===== src/rtl/decode_stage_if.sv =====
// Fetch-to-decode handshake: IF presents an instruction, ID answers with ready.
// if_ready=0 asks fetch to hold if_instr/if_pc for another cycle.
interface decode_stage_if #(
  parameter int unsigned DATA_WIDTH = 32
);
  localparam int unsigned INSTR_WIDTH = 32;

  logic                   if_valid;
  logic [INSTR_WIDTH-1:0] if_instr;
  logic [DATA_WIDTH-1:0]  if_pc;
  logic                   if_ready;

  modport master (output if_valid, if_instr, if_pc, input if_ready);
  modport slave  (input if_valid, if_instr, if_pc, output if_ready);
endinterface


===== src/rtl/decode_stage.sv =====
// MIPS ID stage: register operand fetch with MEM forwarding, control decode,
// load-use stall and branch flush, all captured into the ID/EX register.
module decode_stage #(
  parameter int unsigned DATA_WIDTH     = 32,
  parameter int unsigned REG_ADDR_WIDTH = 5
) (
  input  logic                      clock,
  input  logic                      reset,
  decode_stage_if.slave             fetch,
  input  logic                      flush,
  output logic [REG_ADDR_WIDTH-1:0] rf_read_address_1,
  output logic [REG_ADDR_WIDTH-1:0] rf_read_address_2,
  input  logic [DATA_WIDTH-1:0]     rf_data_1,
  input  logic [DATA_WIDTH-1:0]     rf_data_2,
  input  logic                      mem_write_enable,
  input  logic [REG_ADDR_WIDTH-1:0] mem_write_address,
  input  logic [DATA_WIDTH-1:0]     mem_write_data,
  output logic                      id_valid,
  output logic [DATA_WIDTH-1:0]     id_pc,
  output logic [5:0]                id_opcode,
  output logic [5:0]                id_funct,
  output logic [4:0]                id_shamt,
  output logic [DATA_WIDTH-1:0]     id_rs_data,
  output logic [DATA_WIDTH-1:0]     id_rt_data,
  output logic [DATA_WIDTH-1:0]     id_imm,
  output logic [REG_ADDR_WIDTH-1:0] id_dest,
  output logic                      id_reg_write,
  output logic                      id_mem_read,
  output logic                      id_mem_write,
  output logic                      id_illegal
);

  localparam int unsigned IMM_WIDTH = 16;

  logic [5:0]                opcode;
  logic [5:0]                funct;
  logic [REG_ADDR_WIDTH-1:0] rs;
  logic [REG_ADDR_WIDTH-1:0] rt;
  logic [REG_ADDR_WIDTH-1:0] rd;
  logic [IMM_WIDTH-1:0]      imm16;

  logic [REG_ADDR_WIDTH-1:0] dec_dest;
  logic                      dec_reg_write;
  logic                      dec_mem_read;
  logic                      dec_mem_write;
  logic                      dec_illegal;
  logic                      dec_uses_rt;
  logic [DATA_WIDTH-1:0]     dec_imm;

  logic [DATA_WIDTH-1:0]     rs_value;
  logic [DATA_WIDTH-1:0]     rt_value;
  logic                      stall_c;
  logic                      take_c;

  assign opcode = fetch.if_instr[31:26];
  assign funct  = fetch.if_instr[5:0];
  assign rs     = REG_ADDR_WIDTH'(fetch.if_instr[25:21]);
  assign rt     = REG_ADDR_WIDTH'(fetch.if_instr[20:16]);
  assign rd     = REG_ADDR_WIDTH'(fetch.if_instr[15:11]);
  assign imm16  = fetch.if_instr[15:0];

  assign rf_read_address_1 = rs;
  assign rf_read_address_2 = rt;

  // $0 reads as zero and is never forwarded; otherwise MEM result beats the file.
  function automatic logic [DATA_WIDTH-1:0] resolve(
    input logic [REG_ADDR_WIDTH-1:0] addr,
    input logic [DATA_WIDTH-1:0]     rf_value
  );
    if (addr == '0)
      return '0;
    else if (mem_write_enable && (mem_write_address == addr))
      return mem_write_data;
    else
      return rf_value;
  endfunction

  assign rs_value = resolve(rs, rf_data_1);
  assign rt_value = resolve(rt, rf_data_2);

  always_comb begin
    dec_dest      = '0;
    dec_reg_write = 1'b0;
    dec_mem_read  = 1'b0;
    dec_mem_write = 1'b0;
    dec_illegal   = 1'b0;
    dec_uses_rt   = 1'b0;
    dec_imm       = {{(DATA_WIDTH-IMM_WIDTH){imm16[IMM_WIDTH-1]}}, imm16};
    unique case (opcode)
      6'h00: begin
        dec_dest      = rd;
        dec_reg_write = (funct != 6'h08);
        dec_uses_rt   = 1'b1;
      end
      6'h08, 6'h09, 6'h0A: begin
        dec_dest      = rt;
        dec_reg_write = 1'b1;
      end
      6'h0C, 6'h0D: begin
        dec_dest      = rt;
        dec_reg_write = 1'b1;
        dec_imm       = DATA_WIDTH'(imm16);
      end
      6'h0F: begin
        dec_dest      = rt;
        dec_reg_write = 1'b1;
        dec_imm       = DATA_WIDTH'({imm16, 16'h0000});
      end
      6'h23: begin
        dec_dest      = rt;
        dec_reg_write = 1'b1;
        dec_mem_read  = 1'b1;
      end
      6'h2B: begin
        dec_mem_write = 1'b1;
        dec_uses_rt   = 1'b1;
      end
      6'h04, 6'h05: dec_uses_rt = 1'b1;
      6'h02:        dec_imm     = DATA_WIDTH'(fetch.if_instr[25:0]);
      default:      dec_illegal = 1'b1;
    endcase
    if (dec_dest == '0)
      dec_reg_write = 1'b0;
  end

  // Load in ID/EX whose result the decoding instruction needs: hold it one cycle.
  assign stall_c = id_valid && id_mem_read && (id_dest != '0) && fetch.if_valid &&
                   ((id_dest == rs) || (dec_uses_rt && (id_dest == rt)));

  assign fetch.if_ready = flush || !stall_c;
  assign take_c         = fetch.if_valid && !stall_c && !flush;

  // ID/EX register; data fields load unconditionally, control only on a real issue.
  always_ff @(posedge clock or posedge reset) begin
    if (reset) begin
      id_valid     <= 1'b0;
      id_pc        <= '0;
      id_opcode    <= '0;
      id_funct     <= '0;
      id_shamt     <= '0;
      id_rs_data   <= '0;
      id_rt_data   <= '0;
      id_imm       <= '0;
      id_dest      <= '0;
      id_reg_write <= 1'b0;
      id_mem_read  <= 1'b0;
      id_mem_write <= 1'b0;
      id_illegal   <= 1'b0;
    end else begin
      id_valid     <= take_c;
      id_pc        <= fetch.if_pc;
      id_opcode    <= opcode;
      id_funct     <= funct;
      id_shamt     <= fetch.if_instr[10:6];
      id_rs_data   <= rs_value;
      id_rt_data   <= rt_value;
      id_imm       <= dec_imm;
      id_dest      <= dec_dest;
      id_reg_write <= take_c && dec_reg_write;
      id_mem_read  <= take_c && dec_mem_read;
      id_mem_write <= take_c && dec_mem_write;
      id_illegal   <= take_c && dec_illegal;
    end
  end

endmodule


===== src/flat_wrapper.sv =====
// flat-port wrapper written by rule: the top's interface ports become plain ports
module decode_stage_flat 
#(
  parameter int unsigned DATA_WIDTH     = 32,
  parameter int unsigned REG_ADDR_WIDTH = 5
)
  (clock, reset, flush, rf_read_address_1, rf_read_address_2, rf_data_1, rf_data_2, mem_write_enable, mem_write_address, mem_write_data, id_valid, id_pc, id_opcode, id_funct, id_shamt, id_rs_data, id_rt_data, id_imm, id_dest, id_reg_write, id_mem_read, id_mem_write, id_illegal, fetch_if_valid, fetch_if_instr, fetch_if_pc, fetch_if_ready);
  decode_stage_if #(.DATA_WIDTH(DATA_WIDTH)) fetch_i ();
  input  logic clock;
  input  logic reset;
  input  logic flush;
  output logic [REG_ADDR_WIDTH-1:0] rf_read_address_1;
  output logic [REG_ADDR_WIDTH-1:0] rf_read_address_2;
  input  logic [DATA_WIDTH-1:0] rf_data_1;
  input  logic [DATA_WIDTH-1:0] rf_data_2;
  input  logic mem_write_enable;
  input  logic [REG_ADDR_WIDTH-1:0] mem_write_address;
  input  logic [DATA_WIDTH-1:0] mem_write_data;
  output logic id_valid;
  output logic [DATA_WIDTH-1:0] id_pc;
  output logic [5:0] id_opcode;
  output logic [5:0] id_funct;
  output logic [4:0] id_shamt;
  output logic [DATA_WIDTH-1:0] id_rs_data;
  output logic [DATA_WIDTH-1:0] id_rt_data;
  output logic [DATA_WIDTH-1:0] id_imm;
  output logic [REG_ADDR_WIDTH-1:0] id_dest;
  output logic id_reg_write;
  output logic id_mem_read;
  output logic id_mem_write;
  output logic id_illegal;
  input wire logic [$bits(fetch_i.if_valid)-1:0] fetch_if_valid;
  input wire logic [$bits(fetch_i.if_instr)-1:0] fetch_if_instr;
  input wire logic [$bits(fetch_i.if_pc)-1:0] fetch_if_pc;
  output wire logic [$bits(fetch_i.if_ready)-1:0] fetch_if_ready;
  assign fetch_i.if_valid = fetch_if_valid;
  assign fetch_i.if_instr = fetch_if_instr;
  assign fetch_i.if_pc = fetch_if_pc;
  assign fetch_if_ready = fetch_i.if_ready;
  decode_stage #(.DATA_WIDTH(DATA_WIDTH), .REG_ADDR_WIDTH(REG_ADDR_WIDTH)) u_core (.clock(clock), .reset(reset), .fetch(fetch_i), .flush(flush), .rf_read_address_1(rf_read_address_1), .rf_read_address_2(rf_read_address_2), .rf_data_1(rf_data_1), .rf_data_2(rf_data_2), .mem_write_enable(mem_write_enable), .mem_write_address(mem_write_address), .mem_write_data(mem_write_data), .id_valid(id_valid), .id_pc(id_pc), .id_opcode(id_opcode), .id_funct(id_funct), .id_shamt(id_shamt), .id_rs_data(id_rs_data), .id_rt_data(id_rt_data), .id_imm(id_imm), .id_dest(id_dest), .id_reg_write(id_reg_write), .id_mem_read(id_mem_read), .id_mem_write(id_mem_write), .id_illegal(id_illegal));
endmodule

===== config.mk =====
export PLATFORM = sky130hd
export DESIGN_NAME = decode_stage_flat
export DESIGN_NICKNAME = d
export VERILOG_FILES = /design/src/rtl/decode_stage_if.sv /design/src/rtl/decode_stage.sv /design/src/flat_wrapper.sv
export SDC_FILE = /design/constraint.sdc
export NUM_CORES = 1
export LEC_CHECK = 0
export CAP_MARGIN = 5
export CORE_AREA = 2 2 131 133
export DETAILED_ROUTE_END_ITERATION = 16
export DIE_AREA = 0 0 133 135
export GPL_TIMING_DRIVEN = 0
export PLACE_DENSITY = 0.72
export RECOVER_POWER = 25
export SETUP_SLACK_MARGIN = 0.2
export SLEW_MARGIN = 20
export SYNTH_ARGS = -nofsm -noshare
export SYNTH_HDL_FRONTEND = slang
export SYNTH_SLANG_ARGS = --single-unit
export TNS_END_PERCENT = 1

===== constraint.sdc =====
create_clock -name clock -period 7.8 [get_ports clock]
set_clock_uncertainty 0.15 [all_clocks]
set_input_delay 1.56 -clock clock [delete_from_list [all_inputs] [get_ports clock]]
set_output_delay 1.56 -clock clock [all_outputs]
set_load 0.02 [all_outputs]

# Yosys cells after proc, flatten, opt, wreduce, memory -nomap -nowiden
# Index checks and enable logic that the tools add are counted.
[classes]
reduce_logical = 26
eq_ne = 16
mux = 12
[ops]
columns = ["cell", "n"]
rows = [
  ["32-bit 2-to-1 mux", 4],
  ["32-bit case mux with 3 select lines", 1],
  ["6-bit by 4-bit == test with 1-bit output, second input constant", 6],
  ["5-bit == test", 4],
  ["5-bit logical NOT", 3],
  ["1-bit logical AND", 13],
  ["6-bit by 3-bit == test with 1-bit output, second input constant", 2],
  ["6-bit == test, second input constant", 2],
  ["12-bit OR reduction", 1],
  ["5-bit case mux with 2 select lines", 1],
  ["7-bit OR reduction", 1],
  ["6-bit by 2-bit == test with 1-bit output, second input constant", 1],
  ["6-bit logical NOT", 1],
  ["6-bit by 4-bit inequality test with 1-bit output, second input constant", 1],
  ["1-bit 2-to-1 mux", 5],
  ["5-bit nonzero test", 1],
  ["4-bit OR reduction", 1],
  ["1-bit logical NOT", 2],
  ["1-bit logical OR", 2],
  ["1-bit case mux with 2 select lines", 1],
  ["2-bit OR reduction", 1],
]
[totals]
reg_bits = 155
elab_cells = 67
output_inout_bits = 166
input_bits = 170

# Depth between registers and ports, before layout
[logic_depth]
depth_word = 10
ltp_mapped = 7
depth_no_buf = 5

# Worst setup path before layout
# Ideal clock, no wire load.
[synth_path]
path_kind = "input to output"
start = "input port fetch_if_instr[28]"
end = "output port fetch_if_ready"
path_slack_ps = 3470
t_arrival_ps = 2620
required_time_ps = 6090
cell_stages = 6
path_buffers = 1
path_cell_list = "buf_2 -> inv_2 -> a2111oi_0 -> o2111ai_2 -> nand2_1 -> nand2_1"
[synth_via]
elab_chain_cells = 8
[synth_lines]
columns = ["item", "line", "rtl"]
rows = [
  ["start, declared", "flat_wrapper.sv:33", "input wire logic [$bits(fetch_i.if_instr)-1:0] fetch_if_instr;"],
  ["6-bit == test, or another cell as far along", "decode_stage.sv:89", "unique case (opcode)"],
  ["4-bit OR reduction (no source line) (*)", "--", ""],
  ["1-bit 2-to-1 mux (*)", "decode_stage.sv:89", ""],
  ["1-bit logical AND (*)", "decode_stage.sv:128", "((id_dest == rs) || (dec_uses_rt && (id_dest == rt)));"],
  ["1-bit logical OR (*)", "decode_stage.sv:128", ""],
  ["1-bit logical AND (*)", "decode_stage.sv:127", "assign stall_c = id_valid && id_mem_read && (id_dest != '0) && fetch.if_valid &&"],
  ["1-bit logical NOT (*)", "decode_stage.sv:130", "assign fetch.if_ready = flush || !stall_c;"],
  ["1-bit logical OR (*)", "decode_stage.sv:130", ""],
  ["end, declared", "flat_wrapper.sv:35", "output wire logic [$bits(fetch_i.if_ready)-1:0] fetch_if_ready;"],
]
# Every way passes the cells marked *; elsewhere a longest branch is shown, timed or not.

==> impl_metrics.csv <==
group,metric,value,unit
grt,gr-total-overflow,0,
min_path,min-delay-start,"u_core.id_mem_read$_DFF_PP0_",
logic_synthesis,synth-edff-count,0,
status,violations,"max-capacitance violations, max-slew violations",
timing,rsz0062_at_grt,"no",
placement,portBuffers,335,
run,max_cap_viol_count,2,
clocking,cts_setup_buffers,0,
worst_setup_path,critPathKind,"input pin to asynchronous set/reset pin",
timing,min_period,5670,ps
final_layout,drive_above_1_share,8.73,%
clocking,clock-root-buffer,"clkbuf_16",
worst_setup_path,critPathMaxStageDelay,1760,ps
worst_setup_path,cp_top_family,"buffers and inverters",
final_layout,finalCoreUtilization,61.2,%
power,clock_power_share,40.4,%
grt,grt_use_met3,5.89,%
logic_synthesis,synth_warnings,0,
logic_synthesis,async_flop_share,100,%
timing,min_period_over_period,72.8,%
timing,setup_viol,0,
floorplan,initial_core_util,35.4,%
grt,grt_max_degree,93,
logic_synthesis,netlist_area,5820,um2
timing,fin_ws,2130,ps
clocking,cts_made_buffers,17,
grt,antenna_found_initial,1,
worst_setup_path,reg2reg_from,"u_core.id_dest[1]$_DFF_PP0_",
power,ir_drop,0.000128,V
logic_synthesis,synthCells,434,
floorplan,fp.dieH,135,um
power,power.static_leakage,4.23,nW
clocking,clk_pin_slew,70,ps
floorplan,io-pin-count,336,
min_path,hp-class,"flop to flop",
logic_synthesis,synthesis.nets,604,
power,swShare,26.4,%
worst_setup_path,rrSetupSlack,5900,ps
worst_setup_path,cp_slowest_cell,"clkbuf_2",
power,comb_power_share,17.1,%
final_layout,fin_area,10000,um2
power,intPower,1.50,mW
floorplan,die-width,133,um
detailed_routing,drcViolationCount,0,
timing,slew_viol_final,158,
timing,worst_pin_slew,2800,ps
detailed_routing,wire_per_inst,18.3,um
power,p_per_area,202,nW/um2
logic_synthesis,synth.yosys.seq_area_share,66.7,%
clocking,cts_hold_buf,0,
worst_setup_path,arrival,5590,ps
worst_setup_path,startpoint_type,"input pin",
clocking,cts-htree-levels,4,
clocking,cts_max_path_buffers,2,
timing,relSlewSlack,-87.9,%
grt,grt_pass1_vias,5053,
timing,tns,0,ps
worst_setup_path,cp_max_fo,92,
floorplan,rows,47,
floorplan,fp.coreArea,16400,um2
clocking,cts_resized,0,
worst_setup_path,cp-startpoint,"reset",
logic_synthesis,ys_ff_latch,155,
placement,placed_area,9480,um2
power,power.switching,535,uW
logic_synthesis,synth_ff_type,"dfrtp_1",
grt,grt.total_usage,20.7,%
detailed_routing,drt_iter0_markers,173,
detailed_routing,firstDrtPassIters,5,
logic_synthesis,syn_avg_cell_area,13.4,um2
placement,post-place-ws,2330,ps
detailed_routing,via_per_inst,4.63,
final_layout,area_growth,72.8,%
grt,grt_pass1_wl,28400,um
detailed_routing,final_antenna_net_count,0,
worst_setup_path,cp_data_required_time,7720,ps
placement,dp_hpwl,14200,um
worst_setup_path,crit_path_end_kind,"asynchronous set/reset pin",
worst_setup_path,critical_path_buf_inv_count,3,
final_layout,fillers,1255,
clocking,cts.sinks,155,
clocking,worstSkewPairLatency,410,ps
logic_synthesis,synth_cell_type_count,36,
timing,fmax,176,MHz
detailed_routing,vias,4737,
grt,grt_util_met2,37.3,%
timing,hold_violations,0,
placement,gp_congestion,0.813,
clocking,cts_tree,"built",
grt,use_met1,23.9,%
status,outcome,"finished with violations",
final_layout,nNetsFinal,959,
floorplan,dieArea,18000,um2
grt,top_usage_layer,"met2",
power,seq_power_share,42.5,%
detailed_routing,drt-total-wl,18700,um
worst_setup_path,crit_chain,"dlygate4sd3_1, clkinvlp_2, clkbuf_2",
-- kinds of logic after synthesis --
family / Yosys count / synth area share, %
flops: 155 / 66.7
simple gates: 119 / 9.79
mux: 65 / 11.2
buf+inv: 39 / 4.37
compound gates: 36 / 4.95
xor+xnor: 20 / 3.01
-- cells in the mapped netlist (all sizes together), types with 5 or more instances --
cell type / number / share of area, %
nor2: 70 / 4.5
inv: 5 / 0.32
nor2b: 18 / 1.9
buf: 32 / 3.9
a21o: 5 / 0.65
o21ai: 6 / 0.52
a221o: 10 / 1.7
nor4: 7 / 0.75
dfrtp: 155 / 67
mux2i: 65 / 11
a22o: 5 / 0.75
nand2: 8 / 0.52
xor2: 16 / 2.4
-- routing by layer --
metal  routed length (um)  part of all wire [%]  vias to the layer above
met5                    0                     0                        -
met4                  330                   1.8                        0
met3                 1240                   6.6                       22
met2                 9840                    52                      211
met1                 7340                    39                     2327
li1                     -                     -                     2177
-- worst register-to-register path, stage by stage, from the launching register on --
cell and delay [ps]:
dfrtp_1 440, or3_1 380, o311a_1 340, nand4_1 140
nand3_2 140, nor4_1 210
-- power by group through the flow --
stage | sequential (mW) | combinational [mW] | clock, mW
floorplan | 0.940 | 0.0717 | 0
global placement | 0.878 | 0.349 | 0
detailed placement | 0.879 | 0.356 | 0
CTS | 0.863 | 0.358 | 0.836
global route | 0.867 | 0.368 | 0.876
finish | 0.864 | 0.347 | 0.820
-- metrics by stage --
stage               total power, mW  hold WS (ps)  std cells
floorplan                      1.01           721        434
global placement               1.23           701        989
detailed placement             1.23           711        990
CTS                            2.06           739       1022
global route                   2.11           786       1023
finish                         2.03           743       1023
-- sequential cells by signal (all words and copies together) (netlist names) --
signal               flops
u_core.id_dest           5
u_core.id_funct          6
u_core.id_illegal        1
u_core.id_imm           32
u_core.id_mem_read       1
u_core.id_mem_write      1
u_core.id_opcode         6
u_core.id_pc            32
u_core.id_reg_write      1
u_core.id_rs_data       32
u_core.id_rt_data       32
u_core.id_shamt          5
u_core.id_valid          1
-- path summary, 6_finish.rpt --
check | cells past startpoint | end
min reg2reg | 4 | u_core.id_valid$_DFF_PP0_
min in group asynchronous | 2 | u_core.id_pc[11]$_DFF_PP0_
max in group clock | 8 | fetch_if_ready
min | 4 | u_core.id_valid$_DFF_PP0_
max reg2reg | 5 | u_core.id_mem_write$_DFF_PP0_
max | 3 | u_core.id_rs_data[19]$_DFF_PP0_
-- placed cells by master, fill, tap and decap left out, types with 6 or more instances in the layout --
master / instances
nand2_1: 8
buf_2: 14
nor2_1: 70
mux2i_1: 65
dlygate4sd3_1: 50
buf_6: 6
nor4_1: 7
buf_4: 12
clkdlybuf4s50_1: 285
dfrtp_1: 155
clkbuf_16: 17
a221o_1: 10
xor2_1: 16
nor2b_1: 18
-- area by class of cell --
cell class / instances / area (um2) / area share [%]
Clock inverter: 14 / 155 / 1.54
Sequential cell: 155 / 3880 / 38.6
Antenna cell: 1 / 2.50 / 0.0249
Inverter: 5 / 20.0 / 0.199
Multi-Input combinational cell: 240 / 1680 / 16.7
Buffer: 34 / 235 / 2.34
Tap cell: 220 / 275 / 2.74
Clock buffer: 18 / 439 / 4.37
Timing Repair Buffer: 336 / 3360 / 33.4
Power figures use the tool's default switching activity.
